$ cat config.mk
export PLATFORM = sky130hd
export DESIGN_NAME = adder_arbiter_flat
export DESIGN_NICKNAME = d
export VERILOG_FILES = /design/src/rtl/adder_arbiter_if.sv /design/src/rtl/adder_arbiter.sv /design/src/flat_wrapper.sv
export SDC_FILE = /design/constraint.sdc
export NUM_CORES = 1
export LEC_CHECK = 0
export CELL_PAD_IN_SITES_DETAIL_PLACEMENT = 1
export CELL_PAD_IN_SITES_GLOBAL_PLACEMENT = 2
export CORE_MARGIN = 2
export CORE_UTILIZATION = 20
export CTS_CLUSTER_SIZE = 10
export DETAILED_ROUTE_END_ITERATION = 10
export HOLD_SLACK_MARGIN = 0.1
export PLACE_DENSITY_LB_ADDON = 0.1
export SYNTH_ARGS = -nofsm -noshare
export SYNTH_HDL_FRONTEND = slang
export SYNTH_SLANG_ARGS = --single-unit
export TNS_END_PERCENT = 5
$ cat constraint.sdc
create_clock -name clk -period 4.05 [get_ports clk]
set_input_delay 0.405 -clock clk [delete_from_list [all_inputs] [get_ports clk]]
set_output_delay 0.405 -clock clk [all_outputs]
set_load 0.02 [all_outputs]
$ cat src/rtl/adder_arbiter_if.sv
// Handshake bundle for the shared-adder arbiter.
// The requester side drives the master modport; the arbiter uses the slave modport.
interface adder_arbiter_if #(
   parameter int WIDTH = 5,
   parameter int NREQ  = 4
);
   localparam int IDW = $clog2(NREQ);

   logic [NREQ-1:0]       req_valid;
   logic [NREQ-1:0]       req_ready;
   logic [NREQ*WIDTH-1:0] req_x;
   logic [NREQ*WIDTH-1:0] req_y;
   logic [NREQ-1:0]       req_sub;
   logic                  res_valid;
   logic                  res_ready;
   logic [WIDTH-1:0]      res_s;
   logic                  res_co;
   logic [IDW-1:0]        res_id;

   modport master (
      output req_valid, req_x, req_y, req_sub, res_ready,
      input  req_ready, res_valid, res_s, res_co, res_id
   );

   modport slave (
      input  req_valid, req_x, req_y, req_sub, res_ready,
      output req_ready, res_valid, res_s, res_co, res_id
   );
endinterface

$ cat src/rtl/adder_arbiter.sv
// Round-robin arbiter sharing one adder among NREQ requesters, one-entry result register.
// Define ADDER_ARB_SUB_EN to enable per-requester subtract (X + ~Y + 1).
module adder_arbiter #(
   parameter int WIDTH = 5,
   parameter int NREQ  = 4
) (
   input  logic            clk,
   input  logic            rst_n,
   adder_arbiter_if.slave  bus
);
   localparam int IDW = $clog2(NREQ);

   typedef enum logic {EMPTY, FULL} state_t;

   state_t           state;
   state_t           state_nxt;
   logic [IDW-1:0]   last_grant;
   logic [IDW-1:0]   grant;
   logic             found;
   logic             accept;
   logic             xfer;
   logic             sub;
   logic [WIDTH-1:0] gx;
   logic [WIDTH-1:0] gy;
   logic [WIDTH:0]   sum;
   logic [WIDTH-1:0] s_q;
   logic             co_q;
   logic [IDW-1:0]   id_q;

   // Search starts one past the last winner and wraps.
   always_comb begin
      grant = last_grant;
      found = 1'b0;
      for (int k = 1; k <= NREQ; k++) begin
         if (!found && bus.req_valid[(int'(last_grant) + k) % NREQ]) begin
            found = 1'b1;
            grant = IDW'((int'(last_grant) + k) % NREQ);
         end
      end
   end

   assign accept = (state == EMPTY) || bus.res_ready;
   assign xfer   = accept && found;

   always_comb begin
      bus.req_ready = '0;
      if (xfer) bus.req_ready[grant] = 1'b1;
   end

   assign gx = bus.req_x[int'(grant)*WIDTH +: WIDTH];
   assign gy = bus.req_y[int'(grant)*WIDTH +: WIDTH];

`ifdef ADDER_ARB_SUB_EN
   assign sub = bus.req_sub[grant];
`else
   wire unused_sub = ^bus.req_sub;
   assign sub = 1'b0;
`endif

   // Subtract folds into the add as inverted Y plus carry-in.
   assign sum = {1'b0, gx}
              + {1'b0, (sub ? ~gy : gy)}
              + (WIDTH+1)'(sub);

   always_comb begin
      state_nxt = state;
      unique case (state)
         EMPTY: if (xfer) state_nxt = FULL;
         FULL:  if (bus.res_ready && !xfer) state_nxt = EMPTY;
         default: state_nxt = EMPTY;
      endcase
   end

   always_ff @(posedge clk or negedge rst_n) begin
      if (!rst_n) begin
         state      <= EMPTY;
         last_grant <= IDW'(NREQ-1);
         s_q        <= '0;
         co_q       <= 1'b0;
         id_q       <= '0;
      end else begin
         state <= state_nxt;
         if (xfer) begin
            last_grant <= grant;
            s_q        <= sum[WIDTH-1:0];
            co_q       <= sum[WIDTH];
            id_q       <= grant;
         end
      end
   end

   assign bus.res_valid = (state == FULL);
   assign bus.res_s     = s_q;
   assign bus.res_co    = co_q;
   assign bus.res_id    = id_q;
endmodule

$ cat src/flat_wrapper.sv
// flat-port wrapper written by rule: the top's interface ports become plain ports
module adder_arbiter_flat 
#(
   parameter int WIDTH = 5,
   parameter int NREQ  = 4
)
  (clk, rst_n, bus_req_valid, bus_req_x, bus_req_y, bus_req_sub, bus_res_ready, bus_req_ready, bus_res_valid, bus_res_s, bus_res_co, bus_res_id);
  adder_arbiter_if #(.WIDTH(WIDTH), .NREQ(NREQ)) bus_i ();
  input  logic clk;
  input  logic rst_n;
  input wire logic [$bits(bus_i.req_valid)-1:0] bus_req_valid;
  input wire logic [$bits(bus_i.req_x)-1:0] bus_req_x;
  input wire logic [$bits(bus_i.req_y)-1:0] bus_req_y;
  input wire logic [$bits(bus_i.req_sub)-1:0] bus_req_sub;
  input wire logic [$bits(bus_i.res_ready)-1:0] bus_res_ready;
  output wire logic [$bits(bus_i.req_ready)-1:0] bus_req_ready;
  output wire logic [$bits(bus_i.res_valid)-1:0] bus_res_valid;
  output wire logic [$bits(bus_i.res_s)-1:0] bus_res_s;
  output wire logic [$bits(bus_i.res_co)-1:0] bus_res_co;
  output wire logic [$bits(bus_i.res_id)-1:0] bus_res_id;
  assign bus_i.req_valid = bus_req_valid;
  assign bus_i.req_x = bus_req_x;
  assign bus_i.req_y = bus_req_y;
  assign bus_i.req_sub = bus_req_sub;
  assign bus_i.res_ready = bus_res_ready;
  assign bus_req_ready = bus_i.req_ready;
  assign bus_res_valid = bus_i.res_valid;
  assign bus_res_s = bus_i.res_s;
  assign bus_res_co = bus_i.res_co;
  assign bus_res_id = bus_i.res_id;
  adder_arbiter #(.WIDTH(WIDTH), .NREQ(NREQ)) u_core (.clk(clk), .rst_n(rst_n), .bus(bus_i));
endmodule
==> results of run 1 <==
-- power by group through the flow --
stage | registers (mW) | logic (mW) | clock network (mW)
after global routing | 0.212 | 0.763 | 0.117
after floorplan | 0.235 | 0.451 | 0
after global placement | 0.204 | 0.700 | 0
final | 0.203 | 0.687 | 0.108
after CTS | 0.207 | 0.710 | 0.111
after detailed placement | 0.207 | 0.704 | 0
-- sequential cells by signal, indices dropped and copies added (netlist names) --
name                  flops
u_core.bus.res_co         1
u_core.bus.res_id         2
u_core.bus.res_s          5
u_core.bus.res_valid      1
u_core.last_grant         2
-- final cells by class --
type	count	share of cell area
sequential	11	0.161
timing repair buffer	61	0.350
tap	70	0.0507
multi-input combinational	89	0.406
inverter	3	0.00651
clock buffer	4	0.0260
-- cells in the mapped netlist, drive strengths merged --
cell type,number,area [µm²]
mux2i,31,323
nand2,15,56.3
dfrtp,9,225
a21oi,8,40.0
nor2,7,26.3
ha,5,62.6
o21ai,5,25.0
a21o,4,30.0
buf,3,37.5
inv,3,11.3
clkbuf,2,7.51
dfstp,2,52.6
nor3,2,10.0
or2b,2,17.5
xor2,2,17.5
a221oi,1,26.3
a22o,1,8.76
and3,1,7.51
and3b,1,10.0
dlygate4sd1,1,8.76
fa,1,20.0
nor2b,1,6.26
nor4,1,6.26
xnor2,1,8.76
-- layer usage --
metal,GRT usage,vias to the layer above,wire (µm)
met5,0,-,0
met4,0.0273,0,27
met3,0.0284,2,145
met2,0.195,27,1630
met1,0.125,481,1250
li1,-,499,-
-- how the worst max path moves through the flow --
stage	from	endpoint	slack, ns	cells past startpoint
6_report	bus_req_valid[0]	bus_req_ready[0]	0.82	7
5_1_grt	bus_req_valid[1]	bus_req_ready[3]	0.60	8
4_1_cts	bus_req_valid[0]	bus_req_ready[0]	0.78	7
3_5_place_dp	bus_req_valid[1]	u_core.bus.res_s[4]$_DFFE_PN0P_	0.61	12
3_3_place_gp	bus_req_valid[1]	u_core.bus.res_s[4]$_DFFE_PN0P_	0.63	12
2_1_floorplan	u_core.last_grant[1]$_DFFE_PN1P_	u_core.bus.res_s[4]$_DFFE_PN0P_	0.99	11
-- cells by family after synthesis --
group / Yosys count / synth area share
fa+ha+maj: 6 / 0.0790
buf+inv: 9 / 0.0623
simple gates: 30 / 0.134
xor+xnor: 3 / 0.0252
flops: 11 / 0.266
mux: 31 / 0.309
compound gates: 19 / 0.125
-- metrics by stage --
step	hold WS [ns]	utilization
global placement	0.463	0.332
CTS	0.492	0.341
detailed placement	0.470	0.332
finish	0.480	0.341
global route	0.530	0.341
floorplan	0.109	-
-- layout by cell type, fill, tap and decap left out, drive strengths merged, types with 2 or more instances in the layout --
cell,count
clkdlybuf4s50,59
mux2i,31
nand2,15
dfrtp,9
a21oi,8
nor2,7
ha,5
o21ai,5
a21o,4
clkbuf,4
inv,3
or2b,2
nor3,2
xor2,2
buf,2
dfstp,2
-- worst register-to-register path, stage by stage (launching register included) --
cell and delay, ns:
dfstp_2 0.58, or2b_2 0.13, o21ai_1 0.11, mux2i_4 0.41, mux2i_1 0.24, mux2i_1 0.09, ha_1 0.25, fa_1 0.47
a21o_1 0.20, a21oi_1 0.16, xor2_1 0.17, o21ai_0 0.09
==> flow_summary.yaml, run 1 <==
setup_path:
  worstPathMaxFanout: 12
  end_kind: "output pin"
  rr_worst_depth: 11
  regToRegStartpoint: "u_core.last_grant[0]$_DFFE_PN1P_"
  slowest_delay_ns: 0.60
  crit_buf_inv: 4
  required_ns: 3.64
  crit_slowest_cell: "clkdlybuf4s50_1"
  critical_path.cell_chain: "clkdlybuf4s50_1, inv_1, a22o_1, a221oi_4, buf_4, and3b_2, clkdlybuf4s50_1"
  crit_top_cell: "clkdlybuf4s50_1"
  cp-start-kind: "primary input"
  critical_path_class: "in2out"
  r2r_slack_ns: 1.01
  crit_family: "buffers and inverters"
  crit_arrival_ns: 2.83
  r2r-end: "u_core.bus.res_s[4]$_DFFE_PN0P_"
cts:
  cts_num_sinks: 11
  cts_setup_buffers: 0
  root_buffer: "clkbuf_8"
  clock_latency_ns: 0.23
  cts_tree: "done"
  ctsResizeCount: 0
  clockBufferDepth: 2
  path_clk_slew_ns: 0.05
  holdBufCountCts: 0
  cts_made_buffers: 3
  htreeDepth: 1
routing:
  drcViolationCount: 0
  wire_per_inst_um: 12.8
  first_pass_iters: 2
  drtIter0Drc: 3
  vias_per_cell: 4.24
  drtAntennaViolNets: 0
  wl_um: 3050
  vias: 1009
hold_path:
  min_path_cells: 2
  hold_end: "u_core.bus.res_s[0]$_DFFE_PN0P_"
  hold_class: "reg2reg"
  holdCritStartpoint: "u_core.bus.res_s[0]$_DFFE_PN0P_"
synthesis:
  syn-num-nets: 166
  postSynthAreaPerCell_um2: 9.58
  synthCells: 109
  synth_area_mm2: 0.00104
  yosysUniqueCellTypes: 28
  synth_warnings: 0
  yosys_register_bits: 11
  synth-seq-area-share: 0.266
floorplanning:
  rows: 26
  die_w_um: 76.3
  die-area_mm2: 0.00582
  die_h_um: 76.3
  start_util: 0.206
  pin_count: 64
  core_mm2: 0.00507
power:
  power.share.sequential: 0.204
  switchingPower_uw: 417
  pwr-share-comb: 0.688
  swShare: 0.417
  pwr-share-clk: 0.108
  power.leakage_nw: 0.782
  powerDensity_mw_per_mm2: 577
  power.ir.vdd_worst_uv: 250
  p_total_uw: 998
  internal-power_uw: 581
timing:
  finalHoldViolCount: 0
  finalWorstSetupSlack_ns: 0.819
  fmax_ghz: 0.309
  totalNegativeSetupSlack_ns: 0
  rsz0062_at_grt: "false"
  fin_crit_ns: 3.23
  worst_pin_slew_ns: 0.823
  fin_crit_sh: 0.798
  skew_ns: 0.000314
  drv_slew: 0
  setup_viol_count_final: 0
  timing.slew.headroom: 0.451
global_route:
  grt.overflow.total: 0
  first_global_vias: 1126
  grt_max_degree: 17
  grt.total_usage: 0.107
  antenna_found_initial: 0
  grt_pass1_wl_um: 5090
placed_design:
  place_inst: 234
  dpl_worst_slack_ns: 0.607
  dpl.hpwl_um: 2570
  portBuffers: 59
  gp_congestion: 0.679
  place_area_mm2: 0.00168
run:
  maxCapViolCount: 0
cells_and_area:
  seq_area_um2: 278
  layout.nets: 226
  drive_above_1_share: 0.0833
  finalInstanceArea_mm2: 0.00173
  multi_input_area_um2: 702
  diodes: 0
  instances_no_fill: 238
  synthToLayoutAreaGrowth_pct: 65.5
  fillers: 606
status:
  run_status: "completed"
No activity file was read; power rests on OpenSTA's default activity.
==> inputs of run 2 (changes only) <==
==> constraint.sdc (replaced) <==
create_clock -name clk -period 3.1 [get_ports clk]
set_input_delay 0.31 -clock clk [delete_from_list [all_inputs] [get_ports clk]]
set_output_delay 0.31 -clock clk [all_outputs]
set_load 0.02 [all_outputs]
==> run 2 against run 1 <==
Effect of this change: first-iteration DRC count grew to 3.3 times the previous value; final cell count grew 3.8%; worst setup slack lost 0.66 ns; critical path depth is the same; cell area grew 4.5%; sequential share of layout area shrank 0.69 points; global-route usage grew 0.49 points; core utilization grew 1.5 points; highest routed layer unchanged; register-to-register slack lost 0.80 ns; total power grew 39%; via count grew 3.2%; critical endpoint is now bus_req_ready[2]; sequential cell count is the same.
==> flow_summary.yaml, run 2 (same netlist as run 1, synthesis figures left out) <==
cells_and_area:
  final_common_cell: "clkdlybuf4s50_1"
  seq_area_um2: 278
  fillers: 615
  instances_no_fill: 247
  largest_reg_flops: 5
  fin_util: 0.356
  layout.nets: 235
  diodes: 0
  synthToLayoutAreaGrowth_pct: 72.9
  multi_input_area_um2: 709
  drive_above_1_share: 0.141
  final_cell_mix: "clkdlybuf4s50_1, mux2i_1, nand2_1"
routing:
  drtIter0Drc: 10
  drtAntennaViolNets: 0
  drcViolationCount: 0
  vias_per_cell: 4.21
  vias: 1041
  wl_um: 3240
  wire_per_inst_um: 13.1
  first_pass_iters: 3
cts:
  path_clk_slew_ns: 0.05
  ctsResizeCount: 0
  clock_latency_ns: 0.24
  cts_made_buffers: 3
  cts_tree: "done"
  root_buffer: "clkbuf_8"
  clockBufferDepth: 2
  cts_num_sinks: 11
  holdBufCountCts: 0
  htreeDepth: 1
  cts_setup_buffers: 0
global_route:
  grt.total_usage: 0.112
  grt_pass1_wl_um: 5290
  grt_max_degree: 17
  antenna_found_initial: 0
  first_global_vias: 1150
  grt.overflow.total: 0
timing:
  timing.slew.headroom: 0.603
  finalHoldViolCount: 0
  skew_ns: 0.00370
  rsz0062_at_grt: "true"
  finalWorstSetupSlack_ns: 0.157
  fin_crit_ns: 2.94
  worst_pin_slew_ns: 0.595
  drv_slew: 0
  setup_viol_count_final: 0
  fmax_ghz: 0.340
  fin_crit_sh: 0.949
  whs_ns: 0.414
placed_design:
  portBuffers: 59
  dpl_worst_slack_ns: -0.114
  place_inst: 243
  gp_congestion: 0.696
  dpl.hpwl_um: 2720
setup_path:
  required_ns: 2.79
  worstPathMaxFanout: 6
  critical_path_class: "in2out"
  cp-start-kind: "primary input"
  crit_arrival_ns: 2.63
  end_kind: "output pin"
power:
  power.leakage_nw: 0.841
  power.ir.vdd_worst_uv: 313
  p_total_mw: 1.39
  powerDensity_mw_per_mm2: 767
run:
  maxCapViolCount: 0
floorplanning:
  die_h_um: 76.3
  start_util: 0.206
  pin_count: 64
  die-area_mm2: 0.00582
  rows: 26
  die_w_um: 76.3
  core_mm2: 0.00507
hold_path:
  hold_class: "in2async"
status:
  run_status: "completed"
==> run 2: cell types whose count changed in the layout (fill, tap and decap cells not counted), sizes merged <==
| cell | previous run | this run |
|---|---|---|
| buf | 2 | 11 |
| clkdlybuf4s50 | 59 | 58 |
| dlymetal6s2s | 0 | 1 |
==> run 2: worst max-delay path, cell delays in order <==
cell             delay [ns]
clkdlybuf4s50_1        0.49
a22o_1                 0.30
a221oi_4               0.41
buf_4                  0.21
buf_4                  0.14
and3_2                 0.17
clkdlybuf4s50_1        0.59
==> run 2: final timing paths <==
check	startpoint	end	slack, ns	cells after the start
max in group asynchronous	rst_n	u_core.last_grant[0]$_DFFE_PN1P_	2.33	1
worst min register to register	u_core.bus.res_id[1]$_DFFE_PN0P_	u_core.bus.res_id[1]$_DFFE_PN0P_	0.48	2
min in group clk	u_core.bus.res_id[1]$_DFFE_PN0P_	u_core.bus.res_id[1]$_DFFE_PN0P_	0.48	2
worst max-delay path	bus_req_valid[3]	bus_req_ready[2]	0.16	7
worst max register to register	u_core.last_grant[0]$_DFFE_PN1P_	u_core.bus.res_s[3]$_DFFE_PN0P_	0.21	10
worst min-delay path	rst_n	u_core.bus.res_s[3]$_DFFE_PN0P_	0.41	1
==> run 2: where the power goes <==
group	total, mW	internal, mW	switching, mW
Clock	0.146	0.0905	0.0553
Combinational	0.972	0.511	0.462
Sequential	0.267	0.214	0.0525
Total	1.39	0.816	0.570
==> run 2: cell type report <==
class                           count  share of cell area
Clock buffer                        4              0.0249
Multi-Input combinational cell     89               0.393
Inverter                            3             0.00623
Timing Repair Buffer               70               0.374
Tap cell                           70              0.0485
Sequential cell                    11               0.154
==> run 2: through the flow <==
step	TNS [ns]	cell area [µm²]
after floorplan	0	1040
after global placement	-0.272	1750
after detailed placement	-0.329	1750
after CTS	0	1800
after global routing	-0.0464	1810
final	0	1810
==> run 2: metal layers <==
metal / GRT usage / wire length [µm]
met5: 0 / 0
met1: 0.133 / 1350
met2: 0.202 / 1720
met4: 0.0218 / 21
met3: 0.0332 / 154
